--- src/rtl/imem_fetch_if.sv ---
// Fetch-side instruction memory interface: one read per fetch PC over req/gnt + rvalid,
// presents the word as InstrF and stalls fetch until it is available.
module imem_fetch_if #(
  parameter int unsigned     XLEN = 32,
  parameter logic [XLEN-1:0] NOP  = 'h00000013
) (
  input  logic            clk,
  input  logic            reset,
  input  logic [XLEN-1:0] PCF,
  input  logic            StallF,
  input  logic            RedirectE,
  output logic [XLEN-1:0] InstrF,
  output logic            FetchStall,
  output logic            ImemReq,
  output logic [XLEN-1:0] ImemAddr,
  input  logic            ImemGnt,
  input  logic            ImemRvalid,
  input  logic [XLEN-1:0] ImemRdata
);

  typedef enum logic [1:0] {
    StIdle = 2'd0,
    StWait = 2'd1,
    StHold = 2'd2,
    StDrop = 2'd3
  } state_e;

  state_e          r_state;
  state_e          w_state_nxt;
  logic [XLEN-1:0] r_hold;
  logic            w_hold_load;
  logic            w_req;
  logic            w_stall;
  logic [XLEN-1:0] w_instr;
  logic            w_unused_pc_lsb;

  assign w_unused_pc_lsb = ^PCF[1:0];

  always_comb begin
    w_state_nxt = r_state;
    w_hold_load = 1'b0;
    w_req       = 1'b0;
    w_stall     = 1'b1;
    w_instr     = NOP;
    unique case (r_state)
      StIdle: begin
        w_req = 1'b1;
        if (ImemGnt) begin
          // A grant in the redirect cycle fetched a stale PC; its response must be swallowed.
          w_state_nxt = RedirectE ? StDrop : StWait;
        end
      end
      StWait: begin
        if (RedirectE) begin
          w_state_nxt = ImemRvalid ? StIdle : StDrop;
        end else if (ImemRvalid) begin
          w_instr = ImemRdata;
          w_stall = 1'b0;
          if (StallF) begin
            w_hold_load = 1'b1;
            w_state_nxt = StHold;
          end else begin
            w_state_nxt = StIdle;
          end
        end
      end
      StHold: begin
        w_instr = r_hold;
        w_stall = 1'b0;
        if (RedirectE || !StallF) begin
          w_state_nxt = StIdle;
        end
      end
      StDrop: begin
        if (ImemRvalid) begin
          w_state_nxt = StIdle;
        end
      end
      default: w_state_nxt = StIdle;
    endcase
  end

  // Reset is asynchronous, so outputs are gated directly rather than waiting for an edge.
  assign ImemReq    = reset & w_req;
  assign FetchStall = ~reset | w_stall;
  assign InstrF     = reset ? w_instr : NOP;
  assign ImemAddr   = {PCF[XLEN-1:2], 2'b00};

  always_ff @(posedge clk or negedge reset) begin
    if (!reset) begin
      r_state <= StIdle;
      r_hold  <= NOP;
    end else begin
      r_state <= w_state_nxt;
      if (w_hold_load) begin
        r_hold <= ImemRdata;
      end
    end
  end

  // Protocol checks (simulation only).
`ifndef SYNTHESIS
  logic r_req_pending;

  always_ff @(posedge clk or negedge reset) begin
    if (!reset) begin
      r_req_pending <= 1'b0;
    end else begin
      r_req_pending <= ImemReq & ~ImemGnt;
    end
  end

  always_ff @(posedge clk) begin
    if (reset) begin
      assert (!(ImemRvalid && (r_state == StIdle || r_state == StHold)))
        else $error("imem_fetch_if: rvalid with no outstanding request");
      assert (!r_req_pending || ImemReq)
        else $error("imem_fetch_if: ungranted request retracted");
    end
  end
`endif

endmodule
--- config.mk ---
export PLATFORM = sky130hd
export DESIGN_NAME = imem_fetch_if
export DESIGN_NICKNAME = d
export VERILOG_FILES = /design/src/rtl/imem_fetch_if.sv
export SDC_FILE = /design/constraint.sdc
export NUM_CORES = 1
export LEC_CHECK = 0
export ABC_AREA = 0
export BUFFER_PORTS_ARGS = -buffer_cell sky130_fd_sc_hd__buf_2
export CAP_MARGIN = 25
export CORE_MARGIN = 2
export CORE_UTILIZATION = 30
export CTS_CLUSTER_DIAMETER = 30
export DETAILED_ROUTE_END_ITERATION = 7
export PLACE_DENSITY_LB_ADDON = 0.05
export SYNTH_ARGS = -nofsm -noshare
export SYNTH_HDL_FRONTEND = slang
export SYNTH_SLANG_ARGS = --single-unit
--- constraint.sdc ---
create_clock -name clk -period 4.14 [get_ports clk]
set_clock_uncertainty 0.2 [all_clocks]
set_input_delay 0.828 -clock clk [delete_from_list [all_inputs] [get_ports clk]]
set_output_delay 0.828 -clock clk [all_outputs]
set_load 0.01 [all_outputs]
==> flow_summary.ini <==
[finish]
seq_area_um2 = 854.6
area_growth_syn_to_layout_pct = 14.70
design_area_mm2 = 0.002549
multi_input_area_mm2 = 0.001036
final_common_cell = buf_2
mostFrequentLayoutCells = buf_2 (71), a22oi_1 (32), dfrtp_1 (31)
fillers = 755
drive_gt1_share_pct = 50.00
fin_nets = 316
diodes = 0

[synthesis]
synth.avg_cell_area_um2 = 10.89
ys.warnings.count = 0
synth_cell_types = 25
synth_top_area_share_pct = 34.91
syn_area_mm2 = 0.002222
syn_inst = 204
ys_seq_area_share_pct = 38.46
ys_ff_latch = 34
yosys-top-cells-area = dfrtp_1 (35%), mux2_4 (20%), buf_4 (11%), a22oi_1 (11%), nor2_1 (4.9%)
synth_area_leader_cell = dfrtp_1

[cts]
htree_levels = 2
cts_hold_buf = 0
clk_latency_ps = 280
ctsLongestPathBuffers = 2
cts_buffers = 5
cts.reportedPaths.clkPinSlew_ps = 80
cts_root_buf = clkbuf_8
cts_tree = done
postCtsResizedCells = 0
clock_sinks = 34
post-cts-setup-buffer-count = 0

[hold_path]
holdCritPathClass = in2async

[setup_path]
path_max_fanout = 30
critPathCaptureType = output port
reg2reg_to = r_hold[3]
r2r-start = r_state[1]
critPathKind = reg2out
crit_arrival_ps = 2190
required_ps = 3110
crit_path_start_kind = register
r2r_slack_ps = 1540
ff2ff_path_depth = 4

[detailed_routing]
wl_per_cell_um = 14.99
wl_um = 5111
vias = 1592
viasPerCell = 4.669
first_iter_violations = 38
ant_nets = 0
remaining_drc_errors = 0
drtPass1Iterations = 4

[die]
die_height_um = 90.07
io_pins = 136
core-area_mm2 = 0.007214
start_util_pct = 30.80
die_x_um = 90.07
dieArea_mm2 = 0.008112
rows = 31

[sta]
worst_pin_slew_ps = 867.5
hold_viol = 0
relSlewSlack_pct = 42.06
grt_setup_unrepaired = no
period_minus_slack_ps = 3218
setup_viol = 0
final_max_slew_viol_count = 0
finalCritPeriodShare_pct = 77.72
fmax_ghz = 0.3108
fin_tns_setup_ps = 0

[global_route]
grt_pass1_vias = 1703
grt_pass1_wl_um = 8611
overflow = 0
antenna_found_initial = 0
track_usage_pct = 12.91
grt_start_max_net_pins = 33

[placement]
placed_area_mm2 = 0.002411
gp_congestion = 0.6888
hpwl_um = 3381
io_buffer_count = 71

[run_status]
status = finished, final reports clean

[run]
drv_cap = 0

[power]
fin_total_pwr_w = 0.001660
peakVddDrop_mv = 0.1735
power_leakage_nw = 1.294
powerDensity_mw_per_mm2 = 651.1
==> cells by family after synthesis <==
family                     after synthesis  share of synthesized area (%)
muxes                                   34                          22.18
other                                    1                         0.1688
buffers and inverters                   49                          15.09
and+or+nand+nor                         42                          8.446
AOI/OAI and AO/OA                       39                          12.84
DFF                                     34                          38.46
adders and majority gates                5                          2.815
==> critical path, cell delays in order, from the launching register on <==
cell and delay, ps:
dfrtp_1 400, inv_1 120, ha_1 440, and3_1 210, buf_4 320, a22oi_1 110
nor2_1 140, buf_2 150
==> cell usage after synthesis <==
cell	number
buf_4	33
a22oi_1	32
dfrtp_1	31
mux2_4	30
nor2_1	29
nand2_1	7
clkbuf_1	6
ha_1	5
buf_2	4
a21oi_1	3
buf_6	3
dfstp_2	3
inv_1	2
mux2_2	2
mux2i_1	2
nor2b_1	2
o21ai_0	2
and2_1	1
and3_1	1
conb_1	1
inv_2	1
nand2b_1	1
nand4_4	1
o221a_2	1
o31a_1	1
==> final cells by class <==
cell class	instances	share of cell area (%)
Sequential cell	34	33.53
Multi-Input combinational cell	122	40.65
Clock buffer	5	2.700
Timing Repair Buffer	75	15.12
Clock inverter	3	2.700
Inverter	3	0.4418
Tap cell	99	4.860
==> worst max path at each step <==
stage / start / to / cells after the start
2_1_floorplan: RedirectE / InstrF[10] / 5
3_3_place_gp: RedirectE / InstrF[7] / 7
3_5_place_dp: RedirectE / InstrF[12] / 7
4_1_cts: r_state[1] / InstrF[18] / 7
5_1_grt: r_state[1] / InstrF[20] / 7
6_report: r_state[1] / InstrF[30] / 7
==> registers in the layout, indices dropped and copies added (netlist names) <==
| register | cells |
|---|---|
| r_hold | 32 |
| r_state | 2 |
==> power breakdown <==
| group | internal (W) | switching [W] | total [W] |
|---|---|---|---|
| registers | 0.000506 | 0.0000925 | 0.000599 |
| logic | 0.000373 | 0.000315 | 0.000688 |
| clock network | 0.000241 | 0.000131 | 0.000372 |
==> per-layer routing <==
metal	global-route usage, %	wire (um)	vias up
li1	-	-	749
met1	16.63	2310	754
met2	20.74	2307	68
met3	4.526	425	21
met4	3.205	68	0
met5	0	0	-
==> metrics by stage <==
stage | hold WS [ps] | setup WS (ps) | utilization, % | std cells
2_1_floorplan | 280.3 | 1610 | - | 205
3_3_place_gp | 292.7 | 1137 | 33.42 | 333
3_5_place_dp | 293.4 | 1159 | 33.42 | 333
4_1_cts | 178.6 | 909.1 | 35.33 | 341
5_1_grt | 184.7 | 722.0 | 35.33 | 341
6_report | 181.0 | 922.3 | 35.33 | 341
Note: power is estimated with default switching activity, not from simulation.
